`config.mk`:
```
export PLATFORM = sky130hd
export DESIGN_NAME = sram_port_arbiter_flat
export DESIGN_NICKNAME = d
export VERILOG_FILES = /design/src/rtl/sram_port_arbiter_if.sv /design/src/rtl/sram_port_arbiter.sv /design/src/flat_wrapper.sv
export SDC_FILE = /design/constraint.sdc
export NUM_CORES = 1
export LEC_CHECK = 0
export CORE_AREA = 4 4 84 86
export CTS_CLUSTER_DIAMETER = 120
export DETAILED_ROUTE_END_ITERATION = 16
export DIE_AREA = 0 0 88 90
export GPL_ROUTABILITY_DRIVEN = 0
export GPL_TIMING_DRIVEN = 0
export PLACE_DENSITY = 0.77
export SETUP_SLACK_MARGIN = 0.05
export SLEW_MARGIN = 0
export SYNTH_ARGS = -nofsm -noshare
export SYNTH_HDL_FRONTEND = slang
export SYNTH_SLANG_ARGS = --single-unit
```
`constraint.sdc`:
```
create_clock -name clk_i -period 2.6 [get_ports clk_i]
set_clock_uncertainty 0.1 [all_clocks]
set_input_delay 0.78 -clock clk_i [delete_from_list [all_inputs] [get_ports clk_i]]
set_output_delay 0.78 -clock clk_i [all_outputs]
set_load 0.02 [all_outputs]
```
`src/rtl/sram_port_arbiter_if.sv`:
```
// Bundle of the requester-side OBI-like handshake and the SRAM port signals.
// The arbiter takes the slave view; the masters/SRAM side takes the master view.
interface sram_port_arbiter_if #(
  parameter int NUM_REQ    = 2,
  parameter int ADDR_WIDTH = 12,
  parameter int DATA_WIDTH = 32
);
  localparam int BE_WIDTH = DATA_WIDTH / 8;

  // requester side
  logic [NUM_REQ-1:0]            req;
  logic [NUM_REQ-1:0]            gnt;
  logic [NUM_REQ-1:0]            we;
  logic [NUM_REQ*ADDR_WIDTH-1:0] addr;
  logic [NUM_REQ*BE_WIDTH-1:0]   be;
  logic [NUM_REQ*DATA_WIDTH-1:0] wdata;
  logic [NUM_REQ-1:0]            rvalid;
  logic [DATA_WIDTH-1:0]         rdata;

  // SRAM side
  logic                          ram_en;
  logic                          ram_we;
  logic [ADDR_WIDTH-1:0]         ram_addr;
  logic [BE_WIDTH-1:0]           ram_be;
  logic [DATA_WIDTH-1:0]         ram_wdata;
  logic [DATA_WIDTH-1:0]         ram_rdata;

  modport slave (
    input  req, we, addr, be, wdata, ram_rdata,
    output gnt, rvalid, rdata, ram_en, ram_we, ram_addr, ram_be, ram_wdata
  );

  modport master (
    output req, we, addr, be, wdata, ram_rdata,
    input  gnt, rvalid, rdata, ram_en, ram_we, ram_addr, ram_be, ram_wdata
  );
endinterface

```
`src/rtl/sram_port_arbiter.sv`:
```
// Round-robin arbiter with bounded bursts sharing one SRAM RW port between
// NUM_REQ masters. Grants are combinational from req in the same cycle; the
// response (rvalid, plus rdata for reads) follows exactly one cycle later.
module sram_port_arbiter #(
  parameter int NUM_REQ    = 2,
  parameter int ADDR_WIDTH = 12,
  parameter int DATA_WIDTH = 32,
  parameter int MAX_BURST  = 4
) (
  input logic              clk_i,
  input logic              rst_ni,
  sram_port_arbiter_if.slave bus
);
  localparam int BE_WIDTH = DATA_WIDTH / 8;
  localparam int PTR_W    = (NUM_REQ > 1) ? $clog2(NUM_REQ) : 1;
  // one spare bit so the incremented count never wraps before the compare
  localparam int CNT_W    = $clog2(MAX_BURST + 1) + 1;

  logic                   ready_r;
  logic [PTR_W-1:0]       ptr_r;
  logic [CNT_W-1:0]       cnt_r;
  logic [NUM_REQ-1:0]     resp_vec_r;
  logic                   resp_rd_r;

  logic                   found_s;
  logic [PTR_W-1:0]       win_s;
  int                     scan_idx_s;
  logic                   accept_s;
  logic [NUM_REQ-1:0]     gnt_s;
  logic [CNT_W-1:0]       cnt_inc_s;
  logic [PTR_W-1:0]       ptr_next_s;
  logic [CNT_W-1:0]       cnt_next_s;
  logic                   ram_we_s;
  logic [ADDR_WIDTH-1:0]  ram_addr_s;
  logic [BE_WIDTH-1:0]    ram_be_s;
  logic [DATA_WIDTH-1:0]  ram_wdata_s;

  // Find the first requesting master scanning upward from the priority pointer.
  always_comb begin
    found_s    = 1'b0;
    win_s      = {PTR_W{1'b0}};
    scan_idx_s = 0;
    for (int off = 0; off < NUM_REQ; off++) begin
      scan_idx_s = int'(ptr_r) + off;
      if (scan_idx_s >= NUM_REQ) begin
        scan_idx_s = scan_idx_s - NUM_REQ;
      end else begin
        scan_idx_s = scan_idx_s;
      end
      if (!found_s && bus.req[scan_idx_s]) begin
        found_s = 1'b1;
        win_s   = PTR_W'(scan_idx_s);
      end else begin
        found_s = found_s;
      end
    end
  end

  // Nothing is granted until the first edge after reset release has set ready.
  assign accept_s = ready_r & found_s;

  // One-hot grant and the SRAM request mux driven from the accepted master.
  always_comb begin
    gnt_s       = {NUM_REQ{1'b0}};
    ram_we_s    = 1'b0;
    ram_addr_s  = {ADDR_WIDTH{1'b0}};
    ram_be_s    = {BE_WIDTH{1'b0}};
    ram_wdata_s = {DATA_WIDTH{1'b0}};
    if (accept_s) begin
      gnt_s[win_s] = 1'b1;
      ram_we_s     = bus.we[win_s];
      ram_addr_s   = bus.addr[int'(win_s)*ADDR_WIDTH +: ADDR_WIDTH];
      ram_be_s     = bus.be[int'(win_s)*BE_WIDTH +: BE_WIDTH];
      ram_wdata_s  = bus.wdata[int'(win_s)*DATA_WIDTH +: DATA_WIDTH];
    end else begin
      gnt_s = {NUM_REQ{1'b0}};
    end
  end

  // Burst accounting: stay on the winner until it has had MAX_BURST grants in a row.
  always_comb begin
    ptr_next_s = ptr_r;
    cnt_next_s = {CNT_W{1'b0}};
    cnt_inc_s  = (win_s == ptr_r) ? (cnt_r + CNT_W'(1)) : CNT_W'(1);
    if (accept_s) begin
      if (cnt_inc_s >= CNT_W'(MAX_BURST)) begin
        cnt_next_s = {CNT_W{1'b0}};
        if (win_s == PTR_W'(NUM_REQ - 1)) begin
          ptr_next_s = {PTR_W{1'b0}};
        end else begin
          ptr_next_s = win_s + PTR_W'(1);
        end
      end else begin
        ptr_next_s = win_s;
        cnt_next_s = cnt_inc_s;
      end
    end else begin
      // a burst ends as soon as nobody is accepted
      ptr_next_s = ptr_r;
      cnt_next_s = {CNT_W{1'b0}};
    end
  end

  // Arbitration state and the one-deep response register.
  always_ff @(posedge clk_i or negedge rst_ni) begin
    if (!rst_ni) begin
      ready_r    <= 1'b0;
      ptr_r      <= {PTR_W{1'b0}};
      cnt_r      <= {CNT_W{1'b0}};
      resp_vec_r <= {NUM_REQ{1'b0}};
      resp_rd_r  <= 1'b0;
    end else begin
      ready_r    <= 1'b1;
      ptr_r      <= ptr_next_s;
      cnt_r      <= cnt_next_s;
      resp_vec_r <= gnt_s;
      resp_rd_r  <= accept_s & ~bus.we[win_s];
    end
  end

  assign bus.gnt       = gnt_s;
  assign bus.rvalid    = resp_vec_r;
  assign bus.rdata     = resp_rd_r ? bus.ram_rdata : {DATA_WIDTH{1'b0}};
  assign bus.ram_en    = accept_s;
  assign bus.ram_we    = ram_we_s;
  assign bus.ram_addr  = ram_addr_s;
  assign bus.ram_be    = ram_be_s;
  assign bus.ram_wdata = ram_wdata_s;

endmodule
```
`src/flat_wrapper.sv`:
```
// flat-port wrapper written by rule: the top's interface ports become plain ports
module sram_port_arbiter_flat 
#(
  parameter int NUM_REQ    = 2,
  parameter int ADDR_WIDTH = 12,
  parameter int DATA_WIDTH = 32,
  parameter int MAX_BURST  = 4
)
  (clk_i, rst_ni, bus_req, bus_we, bus_addr, bus_be, bus_wdata, bus_ram_rdata, bus_gnt, bus_rvalid, bus_rdata, bus_ram_en, bus_ram_we, bus_ram_addr, bus_ram_be, bus_ram_wdata);
  sram_port_arbiter_if #(.NUM_REQ(NUM_REQ), .ADDR_WIDTH(ADDR_WIDTH), .DATA_WIDTH(DATA_WIDTH)) bus_i ();
  input logic clk_i;
  input logic rst_ni;
  input wire logic [$bits(bus_i.req)-1:0] bus_req;
  input wire logic [$bits(bus_i.we)-1:0] bus_we;
  input wire logic [$bits(bus_i.addr)-1:0] bus_addr;
  input wire logic [$bits(bus_i.be)-1:0] bus_be;
  input wire logic [$bits(bus_i.wdata)-1:0] bus_wdata;
  input wire logic [$bits(bus_i.ram_rdata)-1:0] bus_ram_rdata;
  output wire logic [$bits(bus_i.gnt)-1:0] bus_gnt;
  output wire logic [$bits(bus_i.rvalid)-1:0] bus_rvalid;
  output wire logic [$bits(bus_i.rdata)-1:0] bus_rdata;
  output wire logic [$bits(bus_i.ram_en)-1:0] bus_ram_en;
  output wire logic [$bits(bus_i.ram_we)-1:0] bus_ram_we;
  output wire logic [$bits(bus_i.ram_addr)-1:0] bus_ram_addr;
  output wire logic [$bits(bus_i.ram_be)-1:0] bus_ram_be;
  output wire logic [$bits(bus_i.ram_wdata)-1:0] bus_ram_wdata;
  assign bus_i.req = bus_req;
  assign bus_i.we = bus_we;
  assign bus_i.addr = bus_addr;
  assign bus_i.be = bus_be;
  assign bus_i.wdata = bus_wdata;
  assign bus_i.ram_rdata = bus_ram_rdata;
  assign bus_gnt = bus_i.gnt;
  assign bus_rvalid = bus_i.rvalid;
  assign bus_rdata = bus_i.rdata;
  assign bus_ram_en = bus_i.ram_en;
  assign bus_ram_we = bus_i.ram_we;
  assign bus_ram_addr = bus_i.ram_addr;
  assign bus_ram_be = bus_i.ram_be;
  assign bus_ram_wdata = bus_i.ram_wdata;
  sram_port_arbiter #(.NUM_REQ(NUM_REQ), .ADDR_WIDTH(ADDR_WIDTH), .DATA_WIDTH(DATA_WIDTH), .MAX_BURST(MAX_BURST)) u_core (.clk_i(clk_i), .rst_ni(rst_ni), .bus(bus_i));
endmodule
```
==> results of run 1 <==
cells by family (layout without fill, tap and decap cells):
kind of cell	count (synthesis)	in the layout
buf+inv	17	256
simple gates	54	54
fa+ha+maj	1	1
xor+xnor	1	1
compound gates	59	59
other cells	2	3
mux	1	1
flops	9	9
power by group through the flow:
stage / clock network [uW] / registers [uW] / logic [uW]
after floorplan: 0 / 169 / 326
after global placement: 0 / 168 / 751
after detailed placement: 0 / 170 / 758
after CTS: 167 / 170 / 823
after global routing: 174 / 173 / 896
final: 165 / 171 / 848
state kept, by name, indices dropped and copies added (netlist names):
name and flops:
u_core.ptr_r 1, u_core.ready_r 1, u_core.bus.rvalid 2, u_core.resp_rd_r 1
u_core.cnt_r 4
final cells by class:
type	instances	area, um^2
Buffer	13	173.9
Sequential cell	9	226.5
Fill cell	517	2290
Clock buffer	4	45.04
Tap cell	77	96.34
Multi-Input combinational cell	119	1060
Timing Repair Buffer	239	2386
metrics by stage:
stage / setup TNS, ns / power, uW
after floorplan: 0 / 494.5
after global placement: -62.16 / 919.7
after detailed placement: -63.93 / 928.1
after CTS: -0.8658 / 1160
after global routing: -1.305 / 1243
final: -0.5607 / 1184
routing by layer:
layer,vias up,GRT usage (%),part of all wire [%]
li1,1021,-,-
met1,943,17.09,31
met2,103,36.06,58
met3,15,5.210,9.1
met4,0,5.499,2.1
met5,-,0,0
synth_stat cells (2+ instances only):
cell	number	share of area, %
buf_2	6	2.5
dfrtp_1	9	19
a21boi_0	2	1.2
and3_1	2	1.0
conb_1	2	0.62
o21a_1	2	1.2
nand2_1	5	1.6
nor2_1	2	0.62
buf_6	5	4.7
a22o_1	48	35
clkbuf_1	4	1.2
and2_1	33	17
nand3_1	3	1.2
a21oi_1	4	1.7
worst max-delay path, stage by stage:
cell	delay, ns
buf_12	0.11
and3_4	0.22
buf_8	0.14
buf_12	0.14
a22o_4	0.25
buf_6	0.13
final timing paths:
path | to | slack (ns) | from | cells past startpoint
max | bus_ram_wdata[14] | -0.05 | bus_req[0] | 6
min | u_core.cnt_r[1] | 0.55 | u_core.ready_r | 2
max reg2reg | u_core.ptr_r | 1.03 | u_core.cnt_r[0] | 5
min reg2reg | u_core.cnt_r[1] | 0.55 | u_core.ready_r | 2
max in group asynchronous | u_core.ptr_r | 1.36 | rst_ni | 1
min in group asynchronous | u_core.cnt_r[3] | 0.73 | rst_ni | 1
timing repair:
action	4_1_cts	5_1_grt
hold endpoints to repair	0	0
gates resized for setup	377	57
setup endpoints to repair	84	74
cloned	5	2
pin swaps	9	22
setup buffers	11	5
==> flow_metrics.py, run 1 <==
metrics = {
    "run_status": {
        "status": "complete, but fails checks",
        "violations": "setup timing",
    },
    "detailed_routing": {
        "vias": 2082,
        "drtIter0Drc": 81,
        "dr.pass1.iters": 6,
        "route.antenna.remaining_nets": 0,
        "wl_mm": 7.638,
        "drc": 0,
        "vias_per_cell": 4.516,
        "wl_per_cell_um": 16.57,
    },
    "sta": {
        "finalSetupViolCount": 22,
        "hold_viol": 0,
        "layout_min_cycle_time_ns": 2.649,
        "max_freq_ghz": 0.3774,
        "hold_ws_ns": 0.5543,
        "period_share_pct": 101.9,
        "rsz0062_at_grt": "true",
        "fin_ws_ns": -0.04937,
        "timing.final.max_slew_violations": 0,
    },
    "logic_synthesis": {
        "synth-xor-area-share_pct": 0.7269,
        "ys_seq_area_share_pct": 18.69,
        "yosys.area_share.simple_pct": 27.52,
        "synthMuxAreaShare_pct": 0.8307,
        "syn_avg_cell_area_um2": 8.367,
        "synthAdderAreaFrac_pct": 1.038,
        "yosys_warnings": 0,
        "synth_top_family_by_area": "compound AO/OA/AOI/OAI gates",
        "synth-edff-count": 0,
        "ys_ff_latch": 9,
        "synthArstFlopShare_pct": 100.0,
        "ys.flop_type": "dfrtp_1",
        "syn_inst": 144,
        "yosysUniqueCellTypes": 31,
        "synth_compound_area_share_pct": 41.12,
        "netlist_area_um2": 1205,
    },
    "floorplanning": {
        "std_cell_rows": 29,
        "dieArea_um2": 7920,
        "pin_count": 220,
        "fp.dieW_um": 88,
        "coreArea_um2": 6277,
        "die_h_um": 90,
        "initial_core_util_pct": 19.19,
    },
    "placed_design": {
        "place_ws_ns": -1.215,
        "dpl.cell_count": 440,
        "hpwl_mm": 6.288,
        "placed_area_um2": 3655,
        "io_buffer_count": 218,
    },
    "pwr": {
        "pwr-share-clk_pct": 13.9,
        "p_leak_uw": 0.001828,
        "p_sw_uw": 410.3,
        "ir_drop_uv": 168.1,
        "swShare_pct": 34.66,
        "p_comb_share_pct": 71.6,
        "p_int_uw": 773.4,
        "power.density_nw_per_um2": 296.8,
        "p_seq_share_pct": 14.4,
    },
    "clock_tree": {
        "cts_made_buffers": 3,
        "cts_root_buf": "clkbuf_8",
        "cts_buffer_depth": 2,
        "clk_latency_ns": 0.24,
        "hold_buffers": 0,
        "cts_tree": "built",
        "clock_sinks": 9,
        "h-tree-depth": 1,
        "clkSlewWorstSetupHoldPaths_ns": 0.05,
    },
    "worst_setup_path": {
        "path_class": "in2out",
        "arrival_ns": 1.77,
        "required_ns": 1.72,
        "crit_path_start_kind": "input pin",
        "path_max_fanout": 10,
        "end_kind": "output port",
    },
    "min_path": {
        "hold_class": "reg2reg",
    },
    "global_route": {
        "grt_max_degree": 12,
        "grt.total_usage_pct": 18.14,
        "gr-total-overflow": 0,
        "grt_pass1_vias": 2215,
        "antenna_found_initial": 0,
        "grt_pass1_wl_mm": 11.35,
    },
    "cells_and_area": {
        "layout_commonest_cell": "clkdlybuf4s50_1",
        "stdcell_count": 461,
        "layout.nets": 520,
        "final_util_pct": 63.52,
        "final_cell_mix": "clkdlybuf4s50_1, buf_6, and2_1",
        "area_delta_synth_final_pct": 230.9,
        "layout-drive-gt1-share_pct": 34.11,
        "design_area_um2": 3988,
        "antenna_cells": 0,
    },
    "job": {
        "cap_violations": 0,
    },
}
No activity file was read; power rests on OpenSTA's default activity.
==> run 2: changes to the inputs <==
CAP_MARGIN = 20   (was not set)
PLACE_DENSITY = 0.82   (was 0.77)
SKIP_LAST_GASP = 1   (was not set)
==> flow_metrics.py, run 2 (same netlist as run 1, synthesis figures left out) <==
metrics = {
    "pwr": {
        "swShare_pct": 34.74,
        "pwr-share-clk_pct": 13.9,
        "p_comb_share_pct": 70.8,
        "p_sw_uw": 388.6,
        "p_int_uw": 730.1,
        "p_seq_share_pct": 15.3,
        "power.density_nw_per_um2": 295.4,
        "ir_drop_uv": 155.5,
        "p_leak_uw": 0.001753,
    },
    "run_status": {
        "violations": "setup timing",
        "status": "complete, but fails checks",
    },
    "floorplanning": {
        "initial_core_util_pct": 19.19,
        "die_h_um": 90,
        "fp.dieW_um": 88,
        "pin_count": 220,
        "dieArea_um2": 7920,
        "std_cell_rows": 29,
        "coreArea_um2": 6277,
    },
    "clock_tree": {
        "cts_made_buffers": 3,
        "clk_latency_ns": 0.23,
        "cts_tree": "built",
        "cts_buffer_depth": 2,
        "cts_root_buf": "clkbuf_8",
        "h-tree-depth": 1,
        "hold_buffers": 0,
        "clock_sinks": 9,
        "clkSlewWorstSetupHoldPaths_ns": 0.04,
    },
    "worst_setup_path": {
        "path_max_fanout": 10,
        "crit_path_start_kind": "input pin",
        "arrival_ns": 1.74,
        "end_kind": "output port",
        "path_class": "in2out",
        "required_ns": 1.72,
    },
    "sta": {
        "layout_min_cycle_time_ns": 2.622,
        "fin_ws_ns": -0.02225,
        "timing.final.max_slew_violations": 0,
        "period_share_pct": 100.9,
        "finalSetupViolCount": 12,
        "rsz0062_at_grt": "true",
        "hold_viol": 0,
        "max_freq_ghz": 0.3814,
        "setup_tns_ns": -0.2000,
    },
    "detailed_routing": {
        "wl_per_cell_um": 16.42,
        "vias": 2059,
        "vias_per_cell": 4.525,
        "route.antenna.remaining_nets": 0,
        "drc": 0,
        "drtIter0Drc": 77,
        "wl_mm": 7.470,
        "dr.pass1.iters": 5,
    },
    "cells_and_area": {
        "area_delta_synth_final_pct": 214.3,
        "layout_commonest_cell": "clkdlybuf4s50_1",
        "layout-drive-gt1-share_pct": 32.80,
        "largest_reg_flops": 4,
        "largest-register": "u_core.cnt_r",
        "layout.nets": 514,
        "final_cell_mix": "clkdlybuf4s50_1, buf_6, and2_1",
        "antenna_cells": 0,
    },
    "job": {
        "cap_violations": 0,
    },
    "global_route": {
        "grt.total_usage_pct": 17.23,
        "grt_pass1_vias": 2141,
        "grt_max_degree": 11,
        "antenna_found_initial": 0,
        "gr-total-overflow": 0,
        "grt_pass1_wl_mm": 10.88,
    },
    "placed_design": {
        "hpwl_mm": 6.226,
        "io_buffer_count": 218,
        "place_ws_ns": -1.198,
    },
    "min_path": {
        "hold_class": "reg2reg",
    },
}
## run 2: changes by cell type in the layout (fill, tap and decap cells not counted), moves of 2 or more
cell,before,now
buf_12,7,4
clkdlybuf4s15_1,13,10
buf_4,11,18
clkdlybuf4s15_2,0,4
buf_6,53,39
a22o_4,19,17
a22o_1,29,31
buf_2,5,10
## run 2: stage by stage
stage | util (%) | power [uW] | cell area (um^2) | hold WS, ns | instances
2_1_floorplan | - | 494.5 | 1376 | 0.3844 | 145
3_3_place_gp | 58.22 | 917.9 | 3655 | 0.5696 | 440
3_5_place_dp | 58.22 | 926.0 | 3655 | 0.5859 | 440
4_1_cts | 58.92 | 1079 | 3699 | 0.6052 | 455
5_1_grt | 60.33 | 1180 | 3787 | 0.5665 | 455
6_report | 60.33 | 1119 | 3787 | 0.5315 | 455
## run 2: timing repair
action | CTS | global route
setup endpoints to repair | 84 | 74
gates cloned | 2 | 1
pin swaps | 3 | 13
resized for setup | 317 | 96
buffers inserted | 11 | 6
## run 2: critical path, cell delays in order
cell and delay, ns:
buf_12 0.11, and3_4 0.20, buf_8 0.14, buf_12 0.14, a22o_4 0.24, buf_6 0.13
## run 2: layout make-up
cell class / instances / area [um^2]
fillers: 560 / 2490
multi-input cells: 119 / 1033
plain buffers: 10 / 131.4
clock buffers: 4 / 45.04
well taps: 77 / 96.34
flip-flops and latches: 9 / 226.5
repair buffers: 236 / 2255
## run 2: routing by layer
| metal | wire length [um] | share of wire [%] | GRT usage, % |
|---|---|---|---|
| met1 | 2381 | 32 | 16.57 |
| met5 | 0 | 0 | 0 |
| met4 | 79 | 1.1 | 3.836 |
| met3 | 787 | 11 | 5.302 |
| met2 | 4221 | 57 | 34.30 |
## run 2: power by group through the flow
stage | Clock, uW | Sequential (uW) | Combinational, uW
3_3_place_gp | 0 | 168 | 750
5_1_grt | 171 | 173 | 836
4_1_cts | 162 | 168 | 750
3_5_place_dp | 0 | 169 | 757
2_1_floorplan | 0 | 169 | 326
6_report | 156 | 171 | 792
## run 2: path summary, 6_finish.rpt
check                                start                 to  slack, ns  cells after the start
setup / recovery                bus_req[0]  bus_ram_wdata[12]      -0.02                      6
hold / removal                u_core.ptr_r       u_core.ptr_r       0.53                      1
setup reg to reg           u_core.cnt_r[3]       u_core.ptr_r       1.04                      4
hold reg to reg               u_core.ptr_r       u_core.ptr_r       0.53                      1
max in group asynchronous           rst_ni       u_core.ptr_r       1.35                      1
min in group asynchronous           rst_ni    u_core.cnt_r[1]       0.75                      1
